### src/rtl/usb_tx_pkg.sv
// Shared USB TX definitions: FSM phase codes, encoder states and line symbols.
// Imported by the TX FSM and by the bit encoder.
package usb_tx_pkg;

    typedef enum logic [2:0] {
        PH_IDLE   = 3'd0,
        PH_PID    = 3'd1,
        PH_SYNC   = 3'd2,
        PH_DATA   = 3'd3,
        PH_CRC_LO = 3'd4,
        PH_CRC_HI = 3'd5,
        PH_EOP1   = 3'd6,
        PH_EOP2   = 3'd7
    } tx_phase_e;

    typedef enum logic [1:0] {
        ENC_IDLE,
        ENC_XMIT,
        ENC_STUFF,
        ENC_EOP
    } enc_state_e;

    // Line symbols as {dplus, dminus}; {1,1} is never driven.
    localparam logic [1:0] SYM_J   = 2'b10;
    localparam logic [1:0] SYM_K   = 2'b01;
    localparam logic [1:0] SYM_SE0 = 2'b00;

    // Number of consecutive ones that forces a stuffed zero.
    localparam logic [2:0] STUFF_LIMIT = 3'd6;

    function automatic logic [1:0] sym_of(input logic level);
        return level ? SYM_J : SYM_K;
    endfunction

    function automatic logic is_eop_phase(input tx_phase_e ph);
        return (ph == PH_EOP1) || (ph == PH_EOP2);
    endfunction

endpackage

### src/rtl/tx_bit_encoder_if.sv
// Bit-level link between the TX FSM / shift register and the line encoder.
interface tx_bit_encoder_if;

    logic       shift_strobe;
    logic       serial_in;
    logic [2:0] state_val;
    logic       dplus_out;
    logic       dminus_out;
    logic       stuff_stall;
    logic       tx_active;

    modport master (
        output shift_strobe, serial_in, state_val,
        input  dplus_out, dminus_out, stuff_stall, tx_active
    );

    modport slave (
        input  shift_strobe, serial_in, state_val,
        output dplus_out, dminus_out, stuff_stall, tx_active
    );

endinterface

### src/rtl/stuff_counter.sv
// Consecutive-ones counter for bit stuffing; flags the cycle the count reaches six.
module stuff_counter
    import usb_tx_pkg::*;
(
    input  logic clk,
    input  logic n_rst,
    input  logic en,
    input  logic clr,
    output logic hit_limit
);

    logic [2:0] count_q;

    // NOTE: sequential state uses non-blocking assignments so every register
    // samples values from before the edge, independent of block ordering.
    always_ff @(posedge clk or negedge n_rst) begin
        if (!n_rst) begin
            count_q <= '0;
        end else if (clr) begin
            count_q <= '0;
        end else if (en) begin
            count_q <= count_q + 3'd1;
        end
    end

    // High when the increment being applied now takes the count to the limit.
    assign hit_limit = en && !clr && (count_q == (STUFF_LIMIT - 3'd1));

endmodule

### src/rtl/tx_bit_encoder.sv
// USB TX line encoder: NRZI, bit stuffing and EOP/idle line drive, one step per shift_strobe.
module tx_bit_encoder
    import usb_tx_pkg::*;
(
    input  logic             clk,
    input  logic             n_rst,
    tx_bit_encoder_if.slave  bus
);

    enc_state_e state_q;
    logic [1:0] line_q;
    logic       stall_q;
    logic       active_q;

    tx_phase_e  phase;
    logic       ph_idle;
    logic       ph_eop;
    logic       encode_bit;
    logic       base_level;
    logic [1:0] nrzi_sym;
    logic       cnt_en;
    logic       cnt_clr;
    logic       hit_six;

    // NOTE: every always_comb output is assigned on every path, so no latches are inferred.
    always_comb begin
        phase      = tx_phase_e'(bus.state_val);
        ph_idle    = (phase == PH_IDLE);
        ph_eop     = is_eop_phase(phase);
        encode_bit = !ph_idle && !ph_eop && (state_q != ENC_STUFF);
        // A new packet from IDLE or EOP always starts relative to J.
        base_level = (state_q == ENC_XMIT) ? line_q[1] : 1'b1;
        nrzi_sym   = sym_of(bus.serial_in ? base_level : ~base_level);
        cnt_en     = bus.shift_strobe && encode_bit && bus.serial_in;
        cnt_clr    = bus.shift_strobe && !(encode_bit && bus.serial_in);
    end

    stuff_counter u_stuff_counter (
        .clk       (clk),
        .n_rst     (n_rst),
        .en        (cnt_en),
        .clr       (cnt_clr),
        .hit_limit (hit_six)
    );

    always_ff @(posedge clk or negedge n_rst) begin
        if (!n_rst) begin
            state_q  <= ENC_IDLE;
            line_q   <= SYM_J;
            stall_q  <= 1'b0;
            active_q <= 1'b0;
        end else if (bus.shift_strobe) begin
            if (ph_idle) begin
                state_q  <= ENC_IDLE;
                line_q   <= SYM_J;
                stall_q  <= 1'b0;
                active_q <= 1'b0;
            end else if (ph_eop) begin
                // EOP is ignored while idle; elsewhere it drops any pending stuff bit.
                if (state_q != ENC_IDLE) begin
                    state_q <= ENC_EOP;
                    line_q  <= SYM_SE0;
                    stall_q <= 1'b0;
                end
            end else if (state_q == ENC_STUFF) begin
                state_q <= ENC_XMIT;
                line_q  <= sym_of(~line_q[1]);
                stall_q <= 1'b0;
            end else begin
                state_q  <= hit_six ? ENC_STUFF : ENC_XMIT;
                line_q   <= nrzi_sym;
                stall_q  <= hit_six;
                active_q <= 1'b1;
            end
        end
    end

    assign bus.dplus_out   = line_q[1];
    assign bus.dminus_out  = line_q[0];
    assign bus.stuff_stall = stall_q;
    assign bus.tx_active   = active_q;

endmodule
### src/flat_wrapper.sv
// flat-port wrapper written by rule: the top's interface ports become plain ports
module tx_bit_encoder_flat import usb_tx_pkg::*;
  (clk, n_rst, bus_shift_strobe, bus_serial_in, bus_state_val, bus_dplus_out, bus_dminus_out, bus_stuff_stall, bus_tx_active);
  tx_bit_encoder_if bus_i ();
  input  logic clk;
  input  logic n_rst;
  input wire logic [$bits(bus_i.shift_strobe)-1:0] bus_shift_strobe;
  input wire logic [$bits(bus_i.serial_in)-1:0] bus_serial_in;
  input wire logic [$bits(bus_i.state_val)-1:0] bus_state_val;
  output wire logic [$bits(bus_i.dplus_out)-1:0] bus_dplus_out;
  output wire logic [$bits(bus_i.dminus_out)-1:0] bus_dminus_out;
  output wire logic [$bits(bus_i.stuff_stall)-1:0] bus_stuff_stall;
  output wire logic [$bits(bus_i.tx_active)-1:0] bus_tx_active;
  assign bus_i.shift_strobe = bus_shift_strobe;
  assign bus_i.serial_in = bus_serial_in;
  assign bus_i.state_val = bus_state_val;
  assign bus_dplus_out = bus_i.dplus_out;
  assign bus_dminus_out = bus_i.dminus_out;
  assign bus_stuff_stall = bus_i.stuff_stall;
  assign bus_tx_active = bus_i.tx_active;
  tx_bit_encoder u_core (.clk(clk), .n_rst(n_rst), .bus(bus_i));
endmodule
### config.mk
export PLATFORM = sky130hd
export DESIGN_NAME = tx_bit_encoder_flat
export DESIGN_NICKNAME = d
export VERILOG_FILES = /design/src/rtl/usb_tx_pkg.sv /design/src/rtl/tx_bit_encoder_if.sv /design/src/rtl/stuff_counter.sv /design/src/rtl/tx_bit_encoder.sv /design/src/flat_wrapper.sv
export SDC_FILE = /design/constraint.sdc
export NUM_CORES = 1
export LEC_CHECK = 0
export ABC_AREA = 1
export ABC_CLOCK_PERIOD_IN_PS = 1300
export BUFFER_PORTS_ARGS = -buffer_cell sky130_fd_sc_hd__buf_4
export CORE_AREA = 2 2 39 41
export DETAILED_ROUTE_END_ITERATION = 10
export DIE_AREA = 0 0 41 43
export REMOVE_ABC_BUFFERS = 1
export SLEW_MARGIN = 20
export SYNTH_ARGS = -nofsm -noshare
export SYNTH_HDL_FRONTEND = slang
export SYNTH_SLANG_ARGS = --single-unit
### constraint.sdc
create_clock -name clk -period 1.3 [get_ports clk]
set_input_delay 0.13 -clock clk [delete_from_list [all_inputs] [get_ports clk]]
set_output_delay 0.13 -clock clk [all_outputs]
set_load 0.05 [all_outputs]
==> results of run 1 <==
[stage by stage]
| step | cells | hold slack (ns) | total power [W] | instance area [um^2] | setup WS [ns] |
|---|---|---|---|---|---|
| floorplan | 64 | -0.166 | 0.000472 | 505 | 0.150 |
| global placement | 90 | -0.0365 | 0.000534 | 601 | 0.233 |
| detailed placement | 90 | -0.0351 | 0.000540 | 601 | 0.201 |
| CTS | 95 | 0.0984 | 0.000764 | 637 | 0.171 |
| global route | 95 | 0.108 | 0.000804 | 637 | 0.0936 |
| finish | 95 | 0.0958 | 0.000760 | 637 | 0.178 |
[placed cells by master, fill, tap and decap left out]
cell type,count
inv_2,4
a21oi_1,2
nand3_1,4
nor2_2,1
dfrtp_1,8
o21ai_0,4
clkbuf_1,1
nand4_1,1
a31oi_2,1
o22ai_1,1
nand2_2,3
clkbuf_4,3
nand2_1,19
dlygate4sd3_1,1
dfstp_2,1
buf_4,10
and3_4,1
o21ai_1,1
ha_1,2
a21oi_2,2
nor2_1,2
inv_1,7
[registers in the layout, indices dropped and copies added, names as in the netlist]
signal,count
u_core.bus.stuff_stall,1
u_core.bus.tx_active,1
u_core.line_q,2
u_core.u_stuff_counter.count_q,3
u_core.state_q,2
[cell type report]
class	instances	area, um^2	area share, %
flip-flops and latches	9	226	35.6
well taps	16	20.0	3.14
inverters	11	41.3	6.48
repair buffers	11	85.1	13.4
multi-input cells	44	238	37.3
clock buffers	4	26.3	4.13
[layer usage]
layer	part of all wire [%]	up-vias	track usage, %
li1	-	235	-
met1	48	205	18.7
met2	45	11	23.1
met3	5.3	4	4.71
met4	1.2	0	8.00
met5	0	-	0
[where the power goes]
part	internal [W]	switching [W]
clock network	0.000119	0.000108
logic	0.0000715	0.000133
registers	0.000311	0.0000178
total	0.000501	0.000258
[worst paths after layout]
kind,depth (start not counted),end
max,1,bus_dplus_out
min,2,u_core.u_stuff_counter.count_q[2]$_DFFE_PN0P_
max reg2reg,7,u_core.state_q[1]$_DFFE_PN0P_
min reg2reg,1,u_core.u_stuff_counter.count_q[0]$_DFFE_PN0P_
max in group asynchronous,2,u_core.line_q[1]$_DFFE_PN1P_
min in group asynchronous,2,u_core.bus.tx_active$_DFFE_PN0P_
[kinds of logic (layout without fill, tap and decap cells)]
| family | Yosys count | in the layout | share of synthesized area, % |
|---|---|---|---|
| compound gates | 11 | 11 | 14.1 |
| flops | 9 | 9 | 44.8 |
| buf+inv | 11 | 26 | 8.17 |
| simple gates | 31 | 31 | 28.0 |
| fa+ha+maj | 2 | 2 | 4.95 |
[what timing repair did]
action / CTS / global route
hold buffers: 1 / 0
resized for setup: 0 / 0
setup endpoints to repair: 0 / 0
hold endpoints to repair: 9 / 0
==> out/metrics.yaml, run 1 <==
yosys:
  synthArstFlopShare_pct: 100
  synth_edf_count: 0
  netlist_area_um2: 505
  ys_seq_area_share_pct: 44.8
  ys_ff_latch: 9
  ys_types: 18
  synth_area_leaders: "dfrtp_1 40%, nand2_1 14%, dfstp_2 5.2%"
  yosysTopAreaCell: "dfrtp_1"
  synth.yosys.warnings: 0
  synth-main-ff-cell: "dfrtp_1"
  syn_area_per_cell_um2: 7.90
  yosysMostFrequentCell: "nand2_1"
  synth_common_cells: "19 x nand2_1, 8 x dfrtp_1, 7 x inv_1"
  yosysTopAreaCellShare_pct: 39.6
  synthCells: 64
global_routing:
  grt_usage_pct: 15.3
  antenna_found_initial: 0
  gr-total-overflow: 0
  grt_pass1_wl_um: 1790
  grt_pass1_vias: 462
  grt_max_degree: 10
sta:
  hold_viol: 0
  drv_slew: 0
  worst_pin_slew_ns: 0.236
  slew_headroom_pct: 84.2
  fin_tns_setup_ns: 0
  max_freq_ghz: 0.891
  setup_viol: 0
  fin_crit_sh_pct: 86.3
  min_period_ns: 1.12
  fin_worst_skew_ns: 0.00177
  rsz0062_at_grt: "no"
setup_path:
  r2r_start: "u_core.u_stuff_counter.count_q[0]$_DFFE_PN0P_"
  critical_path.startpoint: "u_core.line_q[1]$_DFFE_PN1P_"
  required_ns: 1.17
  cpLargestDelayFamily: "flip-flops"
  crit_type: "reg2out"
  crit_chain: "buf_4"
  worstPathArrival_ns: 0.99
  reg2reg_slack_ns: 0.20
  critPathBufInv: 1
  max_stage_delay_ns: 0.54
  cp-end-kind: "primary output"
  slowest_stage: "dfstp_2"
  crit_path_start_kind: "flip-flop"
  critPathMaxFanout: 3
power_and_ir_drop:
  power_density_mw_per_mm2: 1190
  leakage_nw: 0.336
  vdd_drop_max_uv: 546
place:
  numPortBuffers: 10
  place.gp.congestion: 0.714
  dpl.hpwl_um: 808
cts:
  cts.htree.levels: 1
  numCtsBuffers: 3
  cts.sinks: 9
  root_buffer: "clkbuf_4"
  clkTransAtPathRegs_ns: 0.07
  cts_setup_buffers: 0
  cts_tree: "done"
  clk_latency_ns: 0.26
  cts_buffer_depth: 2
floorplanning:
  io_pins: 11
  fp.dieH_um: 43
  die_x_um: 41
  fp-row-count: 14
  core_mm2: 0.00138
  die_area_mm2: 0.00176
  floorplan.initialDensity_pct: 36.5
layout:
  layout.nets: 89
  final_util_pct: 46.0
  antennaDiodeCount: 0
  fill_cells: 150
  drive_above_1_share_pct: 32.9
  synthToLayoutAreaGrowth_pct: 26.0
routing:
  drtIter0Drc: 6
  wl_um: 1020
  firstDrtPassIters: 4
  vias: 455
  route.detailed.drc: 0
  ant_nets: 0
  viasPerCell: 4.79
  routedWlPerCell_um: 10.8
worst_hold_path:
  hp-class: "in2reg"
  hp-start: "bus_shift_strobe"
status:
  status: "completed"
run:
  maxCapViolations: 0
No activity file was read; power rests on OpenSTA's default activity.
==> inputs of run 2 (changes only) <==
- CORE_AREA: 2 2 39 41 -> 2 2 40 42
- DIE_AREA: 0 0 41 43 -> 0 0 42 44
- GPL_ROUTABILITY_DRIVEN: not set -> 0
==> run 2 against run 1 <==
  * Clock power down 3%
  * Sequential share of layout area unchanged
  * Cell count unchanged
  * Combinational power about the same
  * Critical endpoint is now u_core.state_q[1]$_DFFE_PN0P_
  * Critical path depth up 6
  * Register-to-register slack worse by 0.03 ns
  * Clock skew down 0.0015 ns
  * Largest cell class unchanged
  * Sequential cell count unchanged
==> out/metrics.yaml, run 2 (same netlist as run 1, synthesis figures left out) <==
status:
  status: "completed"
global_routing:
  grt_pass1_vias: 450
  antenna_found_initial: 0
  grt_usage_pct: 13.8
  gr-total-overflow: 0
  grt_pass1_wl_um: 1860
  grt_max_degree: 10
place:
  numPortBuffers: 10
  place_area_um2: 601
  dpl.hpwl_um: 828
  post-place-ws_ns: 0.214
routing:
  wl_met2_um: 502
  met3_length_um: 53
  ant_nets: 0
  route.detailed.drc: 0
  wl_um: 1080
  viasPerCell: 4.98
  met1_length_um: 489
  firstDrtPassIters: 4
  topRoutingLayerUsed: "met4"
  routedWlPerCell_um: 11.4
  vias: 473
  drtIter0Drc: 10
power_and_ir_drop:
  vdd_drop_max_uv: 688
  power_density_mw_per_mm2: 1190
  leakage_nw: 0.336
  p_int_w: 0.000502
  pwr-share-clk_pct: 29.1
  combPwrFrac_pct: 27.3
  switching_share_pct: 33.9
  switchingPower_w: 0.000257
  power_frac_seq_pct: 43.6
sta:
  drv_slew: 0
  slew_headroom_pct: 84.8
  setup_viol: 0
  setup_slack_ns: 0.173
  fin_worst_skew_ns: 0.000306
  max_freq_ghz: 0.887
  worst_pin_slew_ns: 0.228
  min_period_ns: 1.13
  fin_tns_setup_ns: 0
  hold_viol: 0
  fin_crit_sh_pct: 86.7
  rsz0062_at_grt: "no"
layout:
  final_cell_mix: "19 x nand2_1, 10 x buf_4, 8 x dfrtp_1"
  final_common_cell: "nand2_1"
  layout.nets: 89
  fill_cells: 149
  top_register: "u_core.u_stuff_counter.count_q"
  largest_register_ffs: 3
  antennaDiodeCount: 0
  reg.largest.list: "u_core.u_stuff_counter.count_q x3, u_core.line_q x2, u_core.state_q x2"
  drive_above_1_share_pct: 32.9
  synthToLayoutAreaGrowth_pct: 26.0
  design_area_um2: 637
setup_path:
  cp-end-kind: "flip-flop"
  worstPathArrival_ns: 1.28
  slowest_stage: "dfrtp_1"
  max_stage_delay_ns: 0.42
  crit_chain: "ha_1 -> nand2_1 -> inv_1 -> nand4_1 -> nand2_1 -> nand2_1 -> nand2_1"
  crit_type: "reg2reg"
  critPathMaxFanout: 4
  required_ns: 1.46
  crit_path_start_kind: "flip-flop"
  crit_top_cell: "nand2_1"
floorplanning:
  core_mm2: 0.00142
  die_area_mm2: 0.00185
  fp.dieH_um: 44
  fp-row-count: 14
  floorplan.initialDensity_pct: 35.6
  io_pins: 11
  die_x_um: 42
cts:
  cts_tree: "done"
  numCtsBuffers: 3
  cts_setup_buffers: 0
  cts_resized: 0
  cts_buffer_depth: 2
  cts.sinks: 9
  clkTransAtPathRegs_ns: 0.06
  root_buffer: "clkbuf_4"
  cts_hold_buffers: 1
  cts.htree.levels: 1
  clk_latency_ns: 0.26
worst_hold_path:
  hp-class: "in2reg"
run:
  maxCapViolations: 0
-- run 2: metrics by stage --
step,instances,util [%],total power (W),hold slack (ns)
final,95,44.9,0.000760,0.0967
after global routing,95,44.9,0.000802,0.117
after CTS,95,44.9,0.000766,0.0885
after detailed placement,90,42.3,0.000541,-0.0374
after global placement,90,42.3,0.000535,-0.0361
after floorplan,64,-,0.000472,-0.166
-- run 2: power groups by stage --
stage / Combinational (W) / Clock [W] / Sequential, W
after floorplan: 0.0000885 / 0 / 0.000384
after global placement: 0.000200 / 0 / 0.000334
after detailed placement: 0.000204 / 0 / 0.000337
after CTS: 0.000209 / 0.000225 / 0.000332
after global routing: 0.000230 / 0.000236 / 0.000336
final: 0.000207 / 0.000221 / 0.000331
-- run 2: per-layer routing --
metal	vias up	global-route usage, %
li1	235	-
met4	0	9.68
met5	-	0
met1	218	17.2
met3	5	2.50
met2	15	21.9
-- run 2: worst paths after layout --
kind | slack [ns] | to | depth (start not counted) | from
max | 0.17 | u_core.state_q[1]$_DFFE_PN0P_ | 7 | u_core.u_stuff_counter.count_q[0]$_DFFE_PN0P_
min | 0.1 | u_core.u_stuff_counter.count_q[2]$_DFFE_PN0P_ | 2 | bus_shift_strobe
max reg2reg | 0.17 | u_core.state_q[1]$_DFFE_PN0P_ | 7 | u_core.u_stuff_counter.count_q[0]$_DFFE_PN0P_
min reg2reg | 0.51 | u_core.bus.tx_active$_DFFE_PN0P_ | 2 | u_core.bus.tx_active$_DFFE_PN0P_
max in group asynchronous | 0.86 | u_core.line_q[1]$_DFFE_PN1P_ | 2 | n_rst
min in group asynchronous | 0.23 | u_core.state_q[1]$_DFFE_PN0P_ | 2 | n_rst
-- run 2: layout make-up --
| class | instances | area, um^2 | share of cell area, % |
|---|---|---|---|
| Timing Repair Buffer | 11 | 85.1 | 13.4 |
| Multi-Input combinational cell | 44 | 238 | 37.3 |
| Clock buffer | 4 | 26.3 | 4.13 |
| Tap cell | 16 | 20.0 | 3.14 |
| Sequential cell | 9 | 226 | 35.6 |
| Inverter | 11 | 41.3 | 6.48 |
-- run 2: critical path, delay by kind of cell (launching register included) --
kind                       cells  cell delay (ns)
buffers and inverters          1             0.04
DFF                            1             0.42
and+or+nand+nor                5             0.34
adders and majority gates      1             0.22
